## config.mk

```make
export PLATFORM = sky130hd
export DESIGN_NAME = seq_divider
export DESIGN_NICKNAME = d
export VERILOG_FILES = /design/src/rtl/div_pkg.sv /design/src/rtl/div_datapath.sv /design/src/rtl/seq_divider.sv
export SDC_FILE = /design/constraint.sdc
export NUM_CORES = 1
export LEC_CHECK = 0
export CAP_MARGIN = 20
export CORE_UTILIZATION = 50
export CTS_BUF_LIST = sky130_fd_sc_hd__clkbuf_2 sky130_fd_sc_hd__clkbuf_4 sky130_fd_sc_hd__clkbuf_8
export DETAILED_ROUTE_END_ITERATION = 10
export PLACE_DENSITY = 0.83
export SETUP_SLACK_MARGIN = 0.15
export SKIP_CTS_REPAIR_TIMING = 1
export SYNTH_ARGS = -nofsm -noshare
export SYNTH_HDL_FRONTEND = slang
export SYNTH_SLANG_ARGS = --single-unit
```

## constraint.sdc

```tcl
create_clock -name clock -period 2.5 [get_ports clock]
set_input_delay 0.5 -clock clock [delete_from_list [all_inputs] [get_ports clock]]
set_output_delay 0.5 -clock clock [all_outputs]
set_load 0.01 [all_outputs]
```

## src/rtl/div_pkg.sv

```systemverilog
// Shared types and constants for the sequential divider.
// Imported by the FSM top and its datapath.
package div_pkg;

    // Default operand/result width in bits.
    localparam int DefaultWidth = 8;

    // Controller states.
    typedef enum logic [1:0] {
        IDLE,
        CALC,
        FIXSIGN,
        DONE
    } divState_t;

endpackage

```

## src/rtl/div_datapath.sv

```systemverilog
// Restoring-division datapath: operand latch, shift/subtract,
// step counter and final sign fix, sequenced by seq_divider.
import div_pkg::*;

module div_datapath #(
    parameter int WIDTH = DefaultWidth
) (
    input  logic             clock,
    input  logic             reset_L,
    input  logic             load,
    input  logic             loadZero,
    input  logic             step,
    input  logic             fix,
    input  logic [WIDTH-1:0] dividend,
    input  logic [WIDTH-1:0] divisor,
    output logic             divisorZero,
    output logic             lastStep,
    output logic [WIDTH-1:0] quotient,
    output logic [WIDTH-1:0] remainder,
    output logic             divZero,
    output logic             ovf
);

    localparam int CntW = $clog2(WIDTH) + 1;

    logic [WIDTH-1:0] absDvs;
    logic [WIDTH-1:0] workQuo;
    logic [WIDTH:0]   partRem;
    logic [CntW-1:0]  stepCnt;
    logic             negQ;
    logic             negR;

    logic [WIDTH:0]   shifted;
    logic [WIDTH:0]   diff;
    logic [WIDTH:0]   nextRem;
    logic [WIDTH-1:0] nextQuo;

    // Unsigned magnitude; the most negative value maps exactly.
    function automatic logic [WIDTH-1:0] mag(input logic [WIDTH-1:0] v);
        return v[WIDTH-1] ? (~v + 1'b1) : v;
    endfunction

    assign divisorZero = (divisor == '0);
    assign lastStep    = (stepCnt == CntW'(WIDTH - 1));

    // One restoring step: shift in next dividend bit, trial subtract.
    always_comb begin
        shifted = {partRem[WIDTH-1:0], workQuo[WIDTH-1]};
        diff    = shifted - {1'b0, absDvs};
        if (!diff[WIDTH]) begin
            nextRem = diff;
            nextQuo = {workQuo[WIDTH-2:0], 1'b1};
        end else begin
            nextRem = shifted;
            nextQuo = {workQuo[WIDTH-2:0], 1'b0};
        end
    end

    // Datapath registers, loaded according to the controller strobes.
    always_ff @(posedge clock or negedge reset_L) begin
        if (!reset_L) begin
            absDvs    <= '0;
            workQuo   <= '0;
            partRem   <= '0;
            stepCnt   <= '0;
            negQ      <= 1'b0;
            negR      <= 1'b0;
            quotient  <= '0;
            remainder <= '0;
            divZero   <= 1'b0;
            ovf       <= 1'b0;
        end else if (load) begin
            absDvs  <= mag(divisor);
            workQuo <= mag(dividend);
            partRem <= '0;
            stepCnt <= '0;
            negQ    <= dividend[WIDTH-1] ^ divisor[WIDTH-1];
            negR    <= dividend[WIDTH-1];
            divZero <= 1'b0;
            ovf     <= 1'b0;
        end else if (loadZero) begin
            quotient  <= '1;
            remainder <= dividend;
            divZero   <= 1'b1;
            ovf       <= 1'b0;
        end else if (step) begin
            partRem <= nextRem;
            workQuo <= nextQuo;
            stepCnt <= stepCnt + 1'b1;
        end else if (fix) begin
            quotient  <= negQ ? (~workQuo + 1'b1) : workQuo;
            remainder <= negR ? (~partRem[WIDTH-1:0] + 1'b1)
                              : partRem[WIDTH-1:0];
            // A positive quotient with the top bit set only arises
            // from the most negative dividend divided by -1.
            ovf       <= !negQ && workQuo[WIDTH-1];
        end
    end

endmodule

```

## src/rtl/seq_divider.sv

```systemverilog
// Signed sequential divider: controller FSM around div_datapath.
// One quotient bit per CALC cycle, truncating toward zero.
import div_pkg::*;

module seq_divider #(
    parameter int WIDTH = DefaultWidth
) (
    input  logic             clock,
    input  logic             reset_L,
    input  logic             start,
    input  logic [WIDTH-1:0] dividend,
    input  logic [WIDTH-1:0] divisor,
    output logic [WIDTH-1:0] quotient,
    output logic [WIDTH-1:0] remainder,
    output logic             busy,
    output logic             done,
    output logic             divZero,
    output logic             ovf
);

    divState_t state;
    divState_t nextState;

    logic load;
    logic loadZero;
    logic step;
    logic fix;
    logic divisorZero;
    logic lastStep;

    div_datapath #(
        .WIDTH(WIDTH)
    ) datapath (
        .clock      (clock),
        .reset_L    (reset_L),
        .load       (load),
        .loadZero   (loadZero),
        .step       (step),
        .fix        (fix),
        .dividend   (dividend),
        .divisor    (divisor),
        .divisorZero(divisorZero),
        .lastStep   (lastStep),
        .quotient   (quotient),
        .remainder  (remainder),
        .divZero    (divZero),
        .ovf        (ovf)
    );

    // State register.
    always_ff @(posedge clock or negedge reset_L) begin
        if (!reset_L) begin
            state <= IDLE;
        end else begin
            state <= nextState;
        end
    end

    // Next-state logic and datapath strobes.
    always_comb begin
        nextState = state;
        load      = 1'b0;
        loadZero  = 1'b0;
        step      = 1'b0;
        fix       = 1'b0;
        unique case (state)
            IDLE: begin
                if (start) begin
                    if (divisorZero) begin
                        loadZero  = 1'b1;
                        nextState = DONE;
                    end else begin
                        load      = 1'b1;
                        nextState = CALC;
                    end
                end
            end
            CALC: begin
                step = 1'b1;
                if (lastStep) begin
                    nextState = FIXSIGN;
                end
            end
            FIXSIGN: begin
                fix       = 1'b1;
                nextState = DONE;
            end
            DONE: begin
                if (!start) begin
                    nextState = IDLE;
                end
            end
            default: nextState = IDLE;
        endcase
    end

    assign busy = (state == CALC) || (state == FIXSIGN);
    assign done = (state == DONE);

endmodule

```

After elaboration in Yosys (flattened, before gate mapping)
Index checks and enable logic that the tools add are counted.

cells by class
  $add $sub $neg = 6
  eq/ne operators = 10
  multiplexer cells = 40
  bitwise gates (word level) = 6
  reductions and logical operators = 13

operator list
  kind                                            number
  two-way mux 8 bit                               17
  adder 8 x 1 -> 8 bit (second input constant)    4
  NOT 8 bit                                       4
  two-way mux 1 bit                               15
  two-way mux 4 bit                               3
  subtractor 9 x 8 -> 9 bit                       1
  logical NOT 8 bit                               1
  two-way mux 2 bit                               4
  case mux 2 bit (4 select lines)                 1
  != test 2 x 1 -> 1 bit (second input constant)  3
  AND reduction 3 bit                             2
  nonzero test 2 bit                              3
  adder 4 x 1 -> 4 bit (second input constant)    1
  == test 2 bit (second input constant)           2
  == test 4 x 3 -> 1 bit (second input constant)  1
  != test 2 bit (second input constant)           2
  AND reduction 2 bit                             2
  != test 3 x 1 -> 1 bit (second input constant)  1
  nonzero test 3 bit                              1
  == test 2 x 1 -> 1 bit (second input constant)  1
  logical NOT 2 bit                               1
  logical AND 1 bit                               1
  logical NOT 1 bit                               1
  logical OR 1 bit                                1
  other kinds (2)                                 2

word-level totals
  register bits after elaboration = 50
  input port bits = 19
  logic and storage cells = 86

Depth between registers and ports, before layout
Gate-level depths: netlist of run 1.

  depth after elaboration = 6
  mapped depth = 10
  gate-level depth less buffers = 9

By module
Synthesis of run 1 repeated with hierarchy kept, for this count alone.

second synthesis, totals
  cells, all modules = 361
  area, all modules = 3171.8 µm²

modules (own cells, without submodules)
  module        instances  cells each  area each (µm²)  sequential area each (µm²)
  div_datapath  1          343         2992.9           1201.2
  seq_divider   1          18          178.9            50.0

Worst setup path after synthesis of run 1
OpenSTA, ideal clock, no wires.

  path kind = reg2reg
  from = register datapath.workQuo[7]
  to = register datapath.partRem[7]
  library setup time = 0.129 ns
  data arrival time = 2.291 ns
  data required time = 2.371 ns
  setup slack = 0.080 ns
  stages on the path, launching flop included = 11
  period minus slack after synthesis = 2.420 ns
  cells stage by stage = dfrtp_1 inv_1 ha_1 inv_1 fa_1 a211oi_2 o211ai_1 a221o_1 buf_2 a32oi_1 o31ai_1

on the way
  longest elaborated chain between the ends = 5

ends and longest elaborated chain
  what                       RTL line            source
  start: declaration         div_datapath.sv:27  logic [WIDTH-1:0] workQuo;
  start signal: assignment   div_datapath.sv:74  workQuo <= mag(dividend);
  start signal: assignment   div_datapath.sv:88  workQuo <= nextQuo;
  subtractor 9 x 8 -> 9 bit  div_datapath.sv:49  diff = shifted - {1'b0, absDvs};
  two-way mux 8 bit          div_datapath.sv:50  if (!diff[WIDTH]) begin
  two-way mux 8 bit          div_datapath.sv:86  end else if (step) begin
  two-way mux 8 bit          div_datapath.sv:81  end else if (loadZero) begin
  two-way mux 8 bit          div_datapath.sv:72  end else if (load) begin
  end signal: assignment     div_datapath.sv:87  partRem <= nextRem;
  end: declaration           div_datapath.sv:28  logic [WIDTH:0] partRem;

No other way between the ends. The select of a mux whose other input is x is not followed.
A chain may end at the register's enable or synchronous reset.

Worst setup path after layout of run 1
Ends and elaborated chain as after synthesis.

==> results of run 1 <==
[logic make-up (layout without fill, tap and decap cells)]
kind of cell	Yosys count	after routing
mux	10	10
compound gates	111	112
flops	50	50
xor+xnor	28	28
fa+ha+maj	20	20
buf+inv	41	86
simple gates	103	103
[worst min-delay path by stage]
stage                                      start                           endpoint  slack (ps)
4_1_cts                                  reset_L  datapath.remainder[6]$_DFFE_PN0P_         310
3_3_place_gp   datapath.remainder[3]$_DFFE_PN0P_  datapath.remainder[3]$_DFFE_PN0P_         460
5_1_grt                                  reset_L   datapath.quotient[1]$_DFFE_PN0P_         330
3_5_place_dp   datapath.remainder[4]$_DFFE_PN0P_  datapath.remainder[4]$_DFFE_PN0P_         470
6_report                                 reset_L   datapath.quotient[1]$_DFFE_PN0P_         270
2_1_floorplan                            reset_L     datapath.absDvs[0]$_DFFE_PN0P_         200
[power groups by stage]
stage | registers, uW | logic, uW | clock network (uW)
after floorplan | 1500 | 2220 | 0
after global placement | 1520 | 2960 | 0
after detailed placement | 1550 | 3090 | 0
after CTS | 1530 | 3110 | 599
after global routing | 1600 | 3650 | 634
final | 1540 | 3330 | 591
[cell type report]
cell class | count | share of cell area, %
clock inverters | 3 | 1.11
multi-input cells | 273 | 47.7
inverters | 24 | 2.28
clock buffers | 5 | 1.74
flip-flops and latches | 50 | 31.6
well taps | 77 | 2.43
repair buffers | 54 | 13.2
[metrics by stage]
stage,cells,setup WS [ps]
final,486,114
after global routing,486,48.3
after CTS,482,-68.5
after detailed placement,474,-33.3
after global placement,474,65.8
after floorplan,363,116
[registers in the layout, summed over array words and instances (netlist names)]
signal              count
datapath.remainder      8
datapath.stepCnt        4
datapath.partRem        8
state                   2
datapath.absDvs         8
datapath.negQ           1
datapath.quotient       8
datapath.workQuo        8
datapath.ovf            1
datapath.divZero        1
datapath.negR           1
[synthesized netlist by cell type, drive strengths merged (2+ instances only)]
master | number | area (um^2)
a211oi | 3 | 27.5
a21o | 2 | 15.0
a21oi | 20 | 115
a221oi | 2 | 17.5
a22o | 2 | 17.5
a31oi | 8 | 50.1
a32oi | 3 | 26.3
buf | 8 | 52.6
clkbuf | 9 | 35.0
dfrtp | 50 | 1250
ha | 19 | 238
inv | 24 | 90.1
mux2i | 9 | 90.1
nand2 | 44 | 165
nand2b | 6 | 37.5
nand3 | 5 | 25.0
nor2 | 24 | 90.1
nor2b | 6 | 37.5
nor3 | 5 | 30.0
o211ai | 4 | 30.0
o21ai | 44 | 220
o311ai | 3 | 26.3
o31ai | 8 | 73.8
o32a | 2 | 20.0
o41ai | 2 | 17.5
or3 | 5 | 36.3
xnor2 | 16 | 140
xor2 | 12 | 105
[routing by layer]
layer  global-route usage, %  up-vias  part of all wire [%]
met2                    39.6      108                    49
met1                    29.7     1353                    43
met3                    3.48       19                   5.4
li1                        -     1379                     -
met4                    8.46        0                   2.7
met5                       0        -                     0
[worst register-to-register path: cells and delay by family, from the launching register on]
family	cells	cell delay [ps]
compound gates	5	1210
fa+ha+maj	2	520
flops	1	410
buf+inv	2	130
==> flow_metrics.py, run 1 <==
metrics = {
    "worst_hold_path": {
        "hold_path_class": "in -> async",
    },
    "synth": {
        "synth_nets": 402,
        "ys_async_sr_fraction_pct": 100,
        "synth_edf_count": 0,
        "synth_top_family_by_area": "compound AO/OA/AOI/OAI gates",
        "syn_avg_cell_area_um2": 9.03,
        "synthMuxAreaShare_pct": 3.09,
        "ys_seq_elements": 50,
        "yosys_warnings": 0,
        "synthCells": 363,
        "ys.flop_type": "dfrtp_1",
        "synth_seq_area_share_pct": 38.2,
        "synthesis.area_um2": 3280,
        "post_synth_xor_area_fraction_pct": 7.48,
        "synthSimpleGateAreaFrac_pct": 15.7,
        "synthAdderAreaFrac_pct": 7.86,
        "yosysUniqueCellTypes": 55,
        "synth_compound_area_share_pct": 22.3,
    },
    "final_layout": {
        "fillers": 528,
        "syn_to_final_growth_pct": 20.7,
        "final-seq-area_um2": 1250,
        "diodes": 0,
        "final_nets": 447,
        "multi_input_area_um2": 1890,
        "final_cell_mix": "dfrtp_1 (50), nand2_1 (44), o21ai_0 (43)",
        "drive_gt1_share_pct": 10.0,
        "final_common_cell": "dfrtp_1",
        "post-route-cell-area_um2": 3960,
        "utilization_pct": 62.3,
    },
    "sta": {
        "slew_headroom_pct": 58.1,
        "period_minus_slack_ps": 2390,
        "max_freq_ghz": 0.419,
        "setup_viol": 0,
        "worst_pin_slew_ps": 628,
        "drv_slew": 0,
        "finalSetupTns_ps": 0,
        "final-hold-violation-count": 0,
        "finalCritPeriodShare_pct": 95.5,
        "rsz0062_at_grt": "true",
        "timing.hold.ws_ps": 273,
        "fin_skew_ps": 7.45,
    },
    "setup_path": {
        "worstPathArrival_ps": 2580,
        "cp-endpoint": "datapath.partRem[7]$_DFFE_PN0P_",
        "r2r_start": "datapath.workQuo[7]$_DFFE_PN0P_",
        "cp-start-kind": "register",
        "ff2ff_path_depth": 9,
        "end_kind": "register",
        "crit_chain": "inv_2, ha_4, inv_2, fa_2, a211oi_4, o211ai_1, a221o_2, a32oi_1, o31ai_1",
        "slowest_stage": "a221o_2",
        "cpMostUsedCell": "inv_2",
        "critical_path.max_fanout": 8,
        "cp.depth": 9,
        "crit_buf_inv": 2,
        "regToRegSetupSlack_ps": 110,
        "setup.worst_path.start": "datapath.workQuo[7]$_DFFE_PN0P_",
        "required_ps": 2690,
        "path_class": "reg -> reg",
        "crit_family": "compound AO/OA/AOI/OAI gates",
        "crit_path_max_incr_delay_ps": 480,
        "timing.rr.end": "datapath.partRem[7]$_DFFE_PN0P_",
    },
    "placed_design": {
        "io_buffers": 38,
        "dp.final_hpwl_um": 5530,
        "placed_area_um2": 3790,
        "routabilityCongestion": 0.832,
    },
    "route": {
        "viasPerCell": 5.88,
        "drt_wl_total_um": 7740,
        "drtAntennaViolNets": 0,
        "drt_iter0_drc": 147,
        "vias": 2859,
        "wl_per_cell_um": 15.9,
        "drtPass1Iterations": 5,
        "drc": 0,
    },
    "run_status": {
        "status": "completed",
    },
    "clock_network": {
        "cts_tree": "done",
        "root_buffer": "clkbuf_8",
        "cts_buffers": 5,
        "clock_sinks": 50,
        "htreeDepth": 2,
        "clk_path_buf_depth": 2,
        "cts.clk_slew.worst_paths_ps": 100,
        "clock_latency_ps": 310,
    },
    "floorplanning": {
        "start_util_pct": 51.6,
        "die_y_um": 83.0,
        "fp.coreArea_um2": 6350,
        "row_count": 29,
        "die_area_um2": 6880,
        "die_x_um": 83.0,
        "io_pins": 39,
    },
    "power_and_ir_drop": {
        "p_total_uw": 5460,
        "p_leak_uw": 0.00170,
        "switching_share_pct": 44.2,
        "p_int_uw": 3050,
        "power_frac_seq_pct": 28.2,
        "p_switching_uw": 2410,
        "clkPwrFrac_pct": 10.8,
        "vdd_drop_max_mv": 0.840,
        "pwr-share-comb_pct": 60.9,
        "p_per_area_nw_per_um2": 1380,
    },
    "global_route": {
        "grt_overflow": 0,
        "grt_pass1_vias": 2800,
        "antenna_found_initial": 0,
        "grt.total_usage_pct": 23.2,
        "grt_max_degree": 51,
        "grt_pass1_wl_um": 13100,
    },
    "flow_run": {
        "max_cap_viol_count": 0,
    },
}
Power figures use the tool's default switching activity.
==> run 2: changes to the inputs <==
PLACE_DENSITY = 0.81   (was 0.83)
clock period = 2.9 ns   (was 2.5 ns; I/O delays follow)
==> run 2 against run 1 <==
Net effect: register-to-register slack better by 180 ps; fmax is 8.6% lower; via count is 3.8% lower; critical endpoint is now datapath.partRem[5]$_DFFE_PN0P_; clock power is 29% lower; largest cell class unchanged; critical path type unchanged; routed wire length is 6.9% lower.
==> flow_metrics.py, run 2 (same netlist as run 1, synthesis figures left out) <==
metrics = {
    "clock_network": {
        "clk_path_buf_depth": 2,
        "cts_tree": "done",
        "cts_buffers": 5,
        "root_buffer": "clkbuf_8",
        "cts.clk_slew.worst_paths_ps": 100,
        "clock_sinks": 50,
        "clock_latency_ps": 310,
        "htreeDepth": 2,
    },
    "setup_path": {
        "required_ps": 3080,
        "cpMostUsedCell": "inv_1",
        "cp-start-kind": "register",
        "path_class": "reg -> reg",
        "crit_chain": "inv_1, ha_1, inv_1, fa_1, a211oi_4, o211ai_1, a221o_2, a32oi_1, o21ai_0",
        "slowest_stage": "a221o_2",
        "crit_path_max_incr_delay_ps": 480,
        "end_kind": "register",
        "critical_path.max_fanout": 8,
        "worstPathArrival_ps": 2790,
    },
    "global_route": {
        "grt.total_usage_pct": 21.6,
        "antenna_found_initial": 0,
        "grt_pass1_wl_um": 12100,
        "grt_pass1_vias": 2568,
        "grt_overflow": 0,
        "grt_max_degree": 21,
    },
    "sta": {
        "finalCritPeriodShare_pct": 90.0,
        "setup_viol": 0,
        "period_minus_slack_ps": 2610,
        "worst_pin_slew_ps": 443,
        "layout_setup_ws_ps": 289,
        "rsz0062_at_grt": "true",
        "slew_headroom_pct": 70.3,
        "finalSetupTns_ps": 0,
        "drv_slew": 0,
        "max_freq_ghz": 0.383,
        "final-hold-violation-count": 0,
        "fin_skew_ps": 7.12,
        "timing.hold.ws_ps": 155,
    },
    "power_and_ir_drop": {
        "p_total_uw": 4420,
        "p_leak_uw": 0.00165,
        "vdd_drop_max_mv": 0.556,
        "p_per_area_nw_per_um2": 1150,
    },
    "final_layout": {
        "final_nets": 442,
        "syn_to_final_growth_pct": 17.4,
        "drive_gt1_share_pct": 7.44,
        "final_common_cell": "dfrtp_1",
        "diodes": 0,
        "fillers": 532,
        "utilization_pct": 60.6,
        "final_cell_mix": "dfrtp_1 (50), nand2_1 (44), o21ai_0 (44)",
    },
    "route": {
        "drtAntennaViolNets": 0,
        "wl_per_cell_um": 15.0,
        "drt_iter0_drc": 182,
        "drtPass1Iterations": 4,
        "drc": 0,
        "vias": 2750,
        "viasPerCell": 5.73,
        "drt_wl_total_um": 7200,
    },
    "floorplanning": {
        "die_area_um2": 6880,
        "die_y_um": 83.0,
        "die_x_um": 83.0,
        "start_util_pct": 51.6,
        "fp.coreArea_um2": 6350,
        "io_pins": 39,
        "row_count": 29,
    },
    "flow_run": {
        "max_cap_viol_count": 0,
    },
    "placed_design": {
        "dp_slack_ps": 149,
        "dp.final_hpwl_um": 5360,
        "routabilityCongestion": 0.855,
        "io_buffers": 38,
    },
    "run_status": {
        "status": "completed",
    },
    "worst_hold_path": {
        "hold_path_class": "in -> async",
    },
}
-- run 2: cell count changes in the layout (fill, tap and decap cells not counted), sizes merged --
cell and change:
clkinv -1, inv -1, bufinv -1, buf -5, clkinvlp +1, clkbuf +1
-- run 2: report_power, final --
group / leakage (uW) / internal, uW / total (uW) / switching, uW
Clock: 0.0000407 / 176 / 421 / 246
Sequential: 0.000620 / 1010 / 1330 / 312
Combinational: 0.000986 / 1240 / 2670 / 1430
Total: 0.00165 / 2430 / 4420 / 1990
-- run 2: metal layers --
metal  share of wire [%]  vias to the layer above  global-route usage [%]  wire length (um)
met3                 6.3                       13                    3.48               455
li1                    -                     1375                       -                 -
met2                  46                       94                    34.1              3320
met4                 1.8                        0                    7.84               133
met1                  46                     1268                    29.9              3290
met5                   0                        -                       0                 0
-- run 2: through the flow --
step           cell area, um^2  cells
3_3_place_gp              3740    472
2_1_floorplan             3280    363
3_5_place_dp              3740    472
6_report                  3850    480
5_1_grt                   3850    480
4_1_cts                   3830    479
-- run 2: path summary, 6_finish.rpt --
check	start	end	slack (ps)	cells after the start
max	datapath.workQuo[7]$_DFFE_PN0P_	datapath.partRem[5]$_DFFE_PN0P_	290	9
min	reset_L	datapath.remainder[0]$_DFFE_PN0P_	160	1
max reg2reg	datapath.workQuo[7]$_DFFE_PN0P_	datapath.partRem[5]$_DFFE_PN0P_	290	9
min reg2reg	datapath.absDvs[7]$_DFFE_PN0P_	datapath.absDvs[7]$_DFFE_PN0P_	490	2
max in group asynchronous	reset_L	datapath.negR$_DFFE_PN0P_	2150	2
min in group clock	datapath.absDvs[7]$_DFFE_PN0P_	datapath.absDvs[7]$_DFFE_PN0P_	490	2
-- run 2: cell type report --
class | count | area [um^2] | share of cell area (%)
Sequential cell | 50 | 1250 | 32.5
Tap cell | 77 | 96.3 | 2.50
Multi-Input combinational cell | 273 | 1870 | 48.6
Clock inverter | 1 | 7.51 | 0.195
Timing Repair Buffer | 49 | 458 | 11.9
Inverter | 24 | 90.1 | 2.34
Clock buffer | 6 | 76.3 | 1.98
-- run 2: worst max-delay path, delay by kind of cell, from the launching register on --
family	cells	cell delay, ps
buf+inv	2	160
flops	1	430
compound gates	5	1290
fa+ha+maj	2	610
